### src/rtl/instr_fetch_pkg.sv
// instr_fetch_pkg
//   Shared definitions for the instruction fetch stage: default reset PC,
//   default NOP word, FSM state encoding and a word-alignment helper.
package instr_fetch_pkg;

  localparam logic [31:0] RESET_PC_DEF = 32'h0000_0000;
  localparam logic [31:0] NOP_WORD_DEF = 32'h0000_0000;

  typedef enum logic [1:0] {
    S_IDLE  = 2'd0,
    S_FETCH = 2'd1,
    S_HOLD  = 2'd2,
    S_DRAIN = 2'd3
  } fetch_state_e;

  function automatic logic [31:0] word_align(input logic [31:0] a);
    return {a[31:2], 2'b00};
  endfunction

endpackage

### src/rtl/instr_fetch_pc_reg.sv
// pc_reg
//   Program counter register with redirect / increment / hold selection.
//   Ports:
//     clk, rst_n   clock, async active-low reset (loads RESET_PC)
//     redirect     load word-aligned target (highest priority)
//     advance      pc <= pc + 4 (modulo 2^32)
//     target       redirect address, low two bits ignored
//     pc           current program counter, always word aligned
module pc_reg
  import instr_fetch_pkg::*;
#(
  parameter logic [31:0] RESET_PC = RESET_PC_DEF
) (
  input  logic        clk,
  input  logic        rst_n,
  input  logic        redirect,
  input  logic        advance,
  input  logic [31:0] target,
  output logic [31:0] pc
);

  logic [31:0] pc_d, pc_q;

  always_comb begin
    pc_d = pc_q;
    if (redirect)     pc_d = word_align(target);
    else if (advance) pc_d = pc_q + 32'd4;
  end

  always_ff @(posedge clk or negedge rst_n) begin
    if (!rst_n) pc_q <= word_align(RESET_PC);
    else        pc_q <= pc_d;
  end

  assign pc = pc_q;

endmodule

### src/rtl/instr_fetch.sv
// instr_fetch
//   Instruction fetch stage: issues word fetches to instruction memory,
//   registers returned words toward decode, absorbs one decode stall via a
//   single-entry skid register and handles branch redirects, including
//   draining a request that is still outstanding when the branch arrives.
//   Ports:
//     clk, rst_n                 clock, async active-low reset
//     stall                      decode not accepting; output registers hold
//     branch_taken/_target       one-cycle redirect (priority over all else)
//     imem_req/_addr             fetch request, held until imem_ack
//     imem_ack/_rdata            memory response
//     instrWord/instr_valid      registered instruction and its valid
//     pc_plus4                   address of instrWord + 4
module instr_fetch
  import instr_fetch_pkg::*;
#(
  parameter logic [31:0] RESET_PC = RESET_PC_DEF,
  parameter logic [31:0] NOP_WORD = NOP_WORD_DEF
) (
  input  logic        clk,
  input  logic        rst_n,
  input  logic        stall,
  input  logic        branch_taken,
  input  logic [31:0] branch_target,
  output logic        imem_req,
  output logic [31:0] imem_addr,
  input  logic        imem_ack,
  input  logic [31:0] imem_rdata,
  output logic [31:0] instrWord,
  output logic        instr_valid,
  output logic [31:0] pc_plus4
);

  fetch_state_e state_d, state_q;
  logic [31:0]  instr_d, instr_q;
  logic         valid_d, valid_q;
  logic [31:0]  pp4_d, pp4_q;
  logic [31:0]  skid_data_d, skid_data_q;
  logic [31:0]  skid_addr_d, skid_addr_q;
  logic [31:0]  drain_addr_d, drain_addr_q;
  logic         advance;
  logic [31:0]  pc;

  pc_reg #(.RESET_PC(RESET_PC)) u_pc_reg (
    .clk      (clk),
    .rst_n    (rst_n),
    .redirect (branch_taken),
    .advance  (advance),
    .target   (branch_target),
    .pc       (pc)
  );

  // In DRAIN the pc already holds the branch target, so the abandoned
  // request address is kept separately and presented until its ack.
  assign imem_req  = (state_q == S_FETCH) || (state_q == S_DRAIN);
  assign imem_addr = (state_q == S_DRAIN) ? drain_addr_q : pc;

  always_comb begin
    state_d      = state_q;
    instr_d      = instr_q;
    valid_d      = valid_q;
    pp4_d        = pp4_q;
    skid_data_d  = skid_data_q;
    skid_addr_d  = skid_addr_q;
    drain_addr_d = drain_addr_q;
    advance      = 1'b0;

    case (state_q)
      S_IDLE: state_d = S_FETCH;

      S_FETCH: begin
        if (branch_taken) begin
          // Returned data (if any) belongs to the wrong path.
          state_d      = imem_ack ? S_FETCH : S_DRAIN;
          drain_addr_d = pc;
        end else if (imem_ack) begin
          advance = 1'b1;
          if (stall) begin
            skid_data_d = imem_rdata;
            skid_addr_d = pc;
            state_d     = S_HOLD;
          end else begin
            instr_d = imem_rdata;
            valid_d = 1'b1;
            pp4_d   = pc + 32'd4;
          end
        end else if (!stall) begin
          instr_d = NOP_WORD;
          valid_d = 1'b0;
        end
      end

      S_HOLD: begin
        if (branch_taken) begin
          state_d = S_FETCH;
        end else if (!stall) begin
          instr_d = skid_data_q;
          valid_d = 1'b1;
          pp4_d   = skid_addr_q + 32'd4;
          state_d = S_FETCH;
        end
      end

      S_DRAIN: begin
        instr_d = NOP_WORD;
        valid_d = 1'b0;
        if (imem_ack) state_d = S_FETCH;
      end

      default: state_d = S_IDLE;
    endcase

    if (branch_taken) begin
      instr_d = NOP_WORD;
      valid_d = 1'b0;
    end
  end

  always_ff @(posedge clk or negedge rst_n) begin
    if (!rst_n) begin
      state_q      <= S_IDLE;
      instr_q      <= NOP_WORD;
      valid_q      <= 1'b0;
      pp4_q        <= 32'h0;
      skid_data_q  <= 32'h0;
      skid_addr_q  <= 32'h0;
      drain_addr_q <= 32'h0;
    end else begin
      state_q      <= state_d;
      instr_q      <= instr_d;
      valid_q      <= valid_d;
      pp4_q        <= pp4_d;
      skid_data_q  <= skid_data_d;
      skid_addr_q  <= skid_addr_d;
      drain_addr_q <= drain_addr_d;
    end
  end

  assign instrWord   = instr_q;
  assign instr_valid = valid_q;
  assign pc_plus4    = pp4_q;

endmodule

### config.mk
export PLATFORM = sky130hd
export DESIGN_NAME = instr_fetch
export DESIGN_NICKNAME = d
export VERILOG_FILES = /design/src/rtl/instr_fetch_pkg.sv /design/src/rtl/instr_fetch_pc_reg.sv /design/src/rtl/instr_fetch.sv
export SDC_FILE = /design/constraint.sdc
export NUM_CORES = 1
export LEC_CHECK = 0
export BUFFER_PORTS_ARGS = -buffer_cell sky130_fd_sc_hd__buf_2
export CAP_MARGIN = 20
export CORE_ASPECT_RATIO = 0.8
export CORE_MARGIN = 2
export CORE_UTILIZATION = 29
export CTS_BUF_LIST = sky130_fd_sc_hd__clkbuf_4
export CTS_CLUSTER_DIAMETER = 40
export CTS_CLUSTER_SIZE = 16
export DETAILED_ROUTE_END_ITERATION = 8
export PLACE_DENSITY = 0.54
export SETUP_SLACK_MARGIN = 0.15
export SLEW_MARGIN = 5
export SYNTH_ARGS = -nofsm -noshare
export SYNTH_HDL_FRONTEND = slang
export SYNTH_HIERARCHICAL = 1
export SYNTH_SLANG_ARGS = --single-unit
### constraint.sdc
create_clock -name clk -period 7.5 [get_ports clk]
set_clock_uncertainty 0.15 [all_clocks]
set_input_delay 1.125 -clock clk [delete_from_list [all_inputs] [get_ports clk]]
set_output_delay 1.125 -clock clk [all_outputs]
set_load 0.01 [all_outputs]
==> results.md, run 1 <==
* Detailed Place HPWL at 18200 µm
* Syn_area_per_cell at 10.8 µm²
* Via density at 4.96
* Register bit count reported by yosys at 193
* Number of global-route vias before repair at 7178
* DIE HEIGHT at 169 µm
* Total CTS buffers at 17
* Placeable Area at 33500 µm²
* IO buf count at 164
* Fin crit period at 4.00 ns
* Synth Warn # at 6
* RSZ-0062 raised after global routing: false
* Fin nets at 1114
* Largest net degree at the start of global routing at 79
* Pwr Density at 238 nW/µm²
* Area after DPL at 11000 µm²
* Final hold viol count at 0
* Slew HR at 28.1%
* WL final at 26800 µm
* Synth Cell Area at 9810 µm²
* Worst hold path type: reg -> reg
* Post-Syn Instances at 909
* Leakage at 0.00495 µW
* Chip width at 210 µm
* PostCTS Resize Cnt at 0
* Fmax at 0.250 GHz
* CP Capture Type: flip-flop
* Initial Utilization at 29.3%
* Post-CTS Setup Bufs at 0
* Status: complete, no violations
* DR pass1 iterations at 4
* Combinational power share at 24.4%
* Register area share after synthesis at 49.2%
* Post-route cell area at 11300 µm²
* CTS tree: done
* Actual slew at the worst max-slew pin at 1.08 ns
* Max cap viols at 0
* Max VDD drop at 0.0000932 V
* Setup TNS at 0 ns
* CTS Root Cell: clkbuf_4
* Fraction of registers with async set/reset at 100%
* DRC Markers at 0
* WS Path Type: reg -> reg
* DR iter-0 viols at 446
* Yosys cell types at 60
* Critical Path RT at 7.84 ns
* Boundary pin count at 167
* Number of synthesized flops with an enable pin at 0
* Net switching power at 885 µW
* Gr ovfl total at 0
* Crit Path Max Fanout at 42
* Gp weighted congestion at 0.768
* Sequential Power Share at 53.7%
* Nature of the critical path startpoint: flip-flop
* H-Tree Depth at 4
* Worst-path clk slew at 0.15 ns
* WL/cell at 17.9 µm
* GRT Util Overall at 15.3%
* Synth Flop Type: dfrtp_1
* Sw Share at 32.9%
* Arr. time, crit path at 4.34 ns
* Internal at 1800 µW
* Clock sink count at 193
* Routed Antenna Nets at 0
* Area Growth Syn to Fin at 15.3%
* First-pass GRT wire length at 42500 µm
* Pins Over Slew Limit at 0
* DIE AREA at 35300 µm²
* Share of cells above drive strength 1 at 34.2%
* Final setup fails at 0
* Hold bufs inserted after CTS at 0
* Final Cycle Share at 53.3%
* Via Count at 7406
* Clk buf depth at 2
* Clock Power Share at 21.9%
* Initial antenna violation count at 1
* Worst-skew pair later-pin latency at 0.58 ns
* # rows at 60
## worst max-delay path, cell delays in order (launching register included)
cell     delay [ns]
dfrtp_1        0.59
nor2b_4        0.87
buf_4          0.63
mux2i_4        0.42
nand4_4        0.24
nor4_1         0.62
a21oi_1        0.14
o31ai_1        0.23
## worst paths after layout
path	startpoint	endpoint	slack (ns)	cells past startpoint
setup / recovery	state_q[1]	pc_plus4[28]	3.50	7
hold / removal	instrWord[14]	instrWord[14]	0.34	2
setup reg to reg	state_q[1]	pc_plus4[28]	3.50	7
hold reg to reg	instrWord[14]	instrWord[14]	0.34	2
max in group asynchronous	rst_n	pc_plus4[23]	5.51	2
min in group asynchronous	rst_n	instrWord[24]	0.38	1
## cell type report
| type | instances | area, µm² |
|---|---|---|
| clock inverters | 12 | 133 |
| fillers | 3436 | 22200 |
| clock buffers | 20 | 150 |
| well taps | 434 | 543 |
| flip-flops and latches | 193 | 4830 |
| repair buffers | 177 | 940 |
| diodes | 2 | 5.00 |
| multi-input cells | 643 | 4680 |
| inverters | 11 | 41.3 |
## power groups by stage
stage	logic (µW)	clock network, µW	registers, µW
6_report	656	589	1440
5_1_grt	727	665	1480
4_1_cts	673	626	1440
3_5_place_dp	672	0	1470
3_3_place_gp	661	0	1460
2_1_floorplan	406	0	1440
## layout by cell type, fill, tap and decap left out, types with 10 or more instances in the layout
cell	count
dfrtp_1	193
buf_2	163
nand2_1	139
mux2_2	130
o31ai_1	45
o21ai_0	39
mux2i_1	36
nor2_1	33
a22oi_1	32
clkbuf_4	20
and3_1	19
xnor2_1	19
a31oi_1	17
xor2_1	16
nor3_1	12
nand3_1	12
buf_4	12
or4_1	12
inv_1	10
## cell usage after synthesis, types with 16 or more instances
master	number	area share (%)
a22oi_1	32	2.4
xor2_1	16	1.4
and3_1	19	1.2
mux2_2	130	15
mux2i_1	36	3.7
o21ai_0	39	2.0
clkbuf_1	38	1.5
a31oi_1	17	1.1
xnor2_1	19	1.7
nor2_1	35	1.3
o31ai_1	45	3.4
nand2_1	139	5.3
dfrtp_1	193	49
## cell families (layout without fill, tap and decap cells)
| logic type | Yosys count | in the layout | share of synthesized area (%) |
|---|---|---|---|
| AND/OR/NAND/NOR | 272 | 272 | 13.7 |
| flip-flops | 193 | 193 | 49.2 |
| multiplexers | 169 | 169 | 19.1 |
| AO/OA/AOI/OAI | 162 | 162 | 11.1 |
| buffers and inverters | 74 | 220 | 3.37 |
| XOR/XNOR | 35 | 35 | 3.12 |
| adder cells (fa/ha/maj) | 3 | 3 | 0.357 |
| other | 1 | 4 | 0.0382 |
## stage by stage
step           setup WS, ns  cells  utilization [%]  hold WS, ns  total power [µW]
3_5_place_dp           3.29   1457             32.9        0.312              2140
4_1_cts                3.46   1489             33.7        0.349              2740
2_1_floorplan          4.05    910                -        0.325              1850
3_3_place_gp           3.30   1457             32.9        0.301              2120
6_report               3.50   1492             33.8        0.343              2690
5_1_grt                3.31   1492             33.8        0.350              2870
## per-layer routing
layer  vias up  global-route usage [%]  share of wire (%)
met3        10                    3.08                3.8
met2       120                    24.5                 47
met4         0                    2.96               0.68
met5         -                       0                  0
met1      3728                    21.7                 49
li1       3548                       -                  -
Power figures use the tool's default switching activity.
==> run 2, diff against run 1 <==
--- a/config.mk
+++ b/config.mk
@@ -14,7 +14,7 @@
 export CTS_CLUSTER_DIAMETER = 40
 export CTS_CLUSTER_SIZE = 16
 export DETAILED_ROUTE_END_ITERATION = 8
-export PLACE_DENSITY = 0.54
+export PLACE_DENSITY = 0.55
 export SETUP_SLACK_MARGIN = 0.15
 export SLEW_MARGIN = 5
 export SYNTH_ARGS = -nofsm -noshare
==> constraint.sdc (replaced) <==
create_clock -name clk -period 3.33 [get_ports clk]
set_clock_uncertainty 0.15 [all_clocks]
set_input_delay 0.4995 -clock clk [delete_from_list [all_inputs] [get_ports clk]]
set_output_delay 0.4995 -clock clk [all_outputs]
set_load 0.01 [all_outputs]
==> results.md, run 2 (synthesis gave the netlist of run 1 again) <==
* Pwr Density at 501 nW/µm²
* Gp weighted congestion at 0.801
* IO buf count at 164
* First-pass GRT wire length at 43600 µm
* Area after DPL at 11100 µm²
* Most frequent cells in the layout: dfrtp_1 (192), buf_2 (163), nand2_1 (139), mux2_2 (130), dlygate4sd3_1 (63)
* DIE AREA at 35300 µm²
* H-Tree Depth at 4
* Total CTS buffers at 17
* Via density at 4.92
* Share of cells above drive strength 1 at 33.3%
* Post-route cell area at 12000 µm²
* Worst hold path type: in -> reg
* Final hold viol count at 0
* CTS tree: done
* GRT Util Overall at 15.6%
* Final setup fails at 0
* Worst-path clk slew at 0.16 ns
* Fmax at 0.341 GHz
* Routed Antenna Nets at 0
* Leakage at 0.00530 µW
* Initial antenna violation count at 1
* Max VDD drop at 0.000180 V
* DIE HEIGHT at 169 µm
* Setup crit start: state_q[1]
* Via Count at 7744
* CP Capture Type: flip-flop
* DRC Markers at 0
* # rows at 60
* WS Path Type: reg -> reg
* Final Cycle Share at 88.1%
* Max cap viols at 0
* Chip width at 210 µm
* Worst-skew pair later-pin latency at 0.61 ns
* Placeable Area at 33500 µm²
* Boundary pin count at 167
* Largest net degree at the start of global routing at 70
* Pins Over Slew Limit at 0
* Arr. time, crit path at 3.30 ns
* Gr ovfl total at 0
* Crit Path Max Fanout at 10
* Clock sink count at 193
* WL final at 27000 µm
* WL/cell at 17.1 µm
* Nature of the critical path startpoint: flip-flop
* Fin crit period at 2.93 ns
* Number of global-route vias before repair at 7725
* Slew HR at 47.8%
* Detailed Place HPWL at 18300 µm
* Actual slew at the worst max-slew pin at 0.782 ns
* DR pass1 iterations at 5
* HP Start: imem_ack
* R2r setup slk at 0.40 ns
* Most common cell after layout, fill and taps aside: dfrtp_1
* Clk buf depth at 2
* Initial Utilization at 29.3%
* R2r startpoint: state_q[1]
* Area Growth Syn to Fin at 22.7%
* CTS Root Cell: clkbuf_4
* Setup TNS at 0 ns
* RSZ-0062 raised after global routing: false
* DR iter-0 viols at 572
* Fin nets at 1193
* Status: complete, no violations
* Critical Path RT at 3.69 ns
## run 2: cell count changes in the layout (fill, tap and decap cells not counted), moves of 2 or more
cell / before / now
clkinvlp_4: 5 / 0
clkbuf_4: 20 / 17
bufinv_16: 2 / 0
inv_6: 2 / 6
buf_4: 12 / 28
dlygate4sd3_1: 0 / 63
clkinv_2: 1 / 3
inv_8: 0 / 2
diode_2: 2 / 5
## run 2: through the flow
step | hold WS [ns] | power [µW] | cells | utilization [%] | worst slack, ns
finish | 0.145 | 6040 | 1573 | 36.0 | 0.396
floorplan | 0.0539 | 4160 | 910 | - | 0.201
global placement | 0.300 | 4780 | 1474 | 33.3 | 0.283
detailed placement | 0.312 | 4830 | 1474 | 33.3 | 0.265
global route | 0.0985 | 6480 | 1573 | 36.0 | 0.154
CTS | 0.0813 | 6150 | 1568 | 35.9 | 0.309
## run 2: cell type report
type,count,area (µm²)
timing repair buffer,256,1690
inverter,11,41.3
clock inverter,14,124
clock buffer,17,128
fill,3409,21400
antenna,5,12.5
sequential,193,4830
multi-input combinational,643,4680
tap,434,543
## run 2: critical path, cell delays in order (launching register included)
cell and delay (ns):
dfrtp_1 0.53, nor2b_2 0.17, nand2_1 0.11, nor2_1 0.23
nand3_1 0.20, or4_1 0.75, or4_1 0.56, a31oi_1 0.17
## run 2: per-layer routing
metal	share of wire, %	vias up	track usage, %
li1	-	3719	-
met1	49	3883	21.9
met2	46	127	24.5
met3	3.9	15	3.53
met4	1.2	0	3.79
met5	0	-	0
## run 2: where the power goes
part	switching, µW	leakage [µW]	total (µW)	internal [µW]
clock	915	0.000144	1240	322
sequential	386	0.00237	3240	2850
combinational	767	0.00278	1560	795
total	2070	0.00530	6040	3970
## run 2: final timing paths
kind	endpoint	cells after the start
setup / recovery	u_pc_reg/pc[30]	7
hold / removal	state_q[1]	3
setup reg to reg	u_pc_reg/pc[30]	7
hold reg to reg	instrWord[0]	2
max in group asynchronous	skid_addr_q[26]	3
min in group asynchronous	instrWord[29]	2
## run 2: repair_timing
item                                    in CTS  in global routing
hold buffers                                63                  0
endpoints found under the hold margin      114                  0
endpoints found under the setup margin       0                  2
buffers inserted                             0                  0
resized for setup                            0                  1
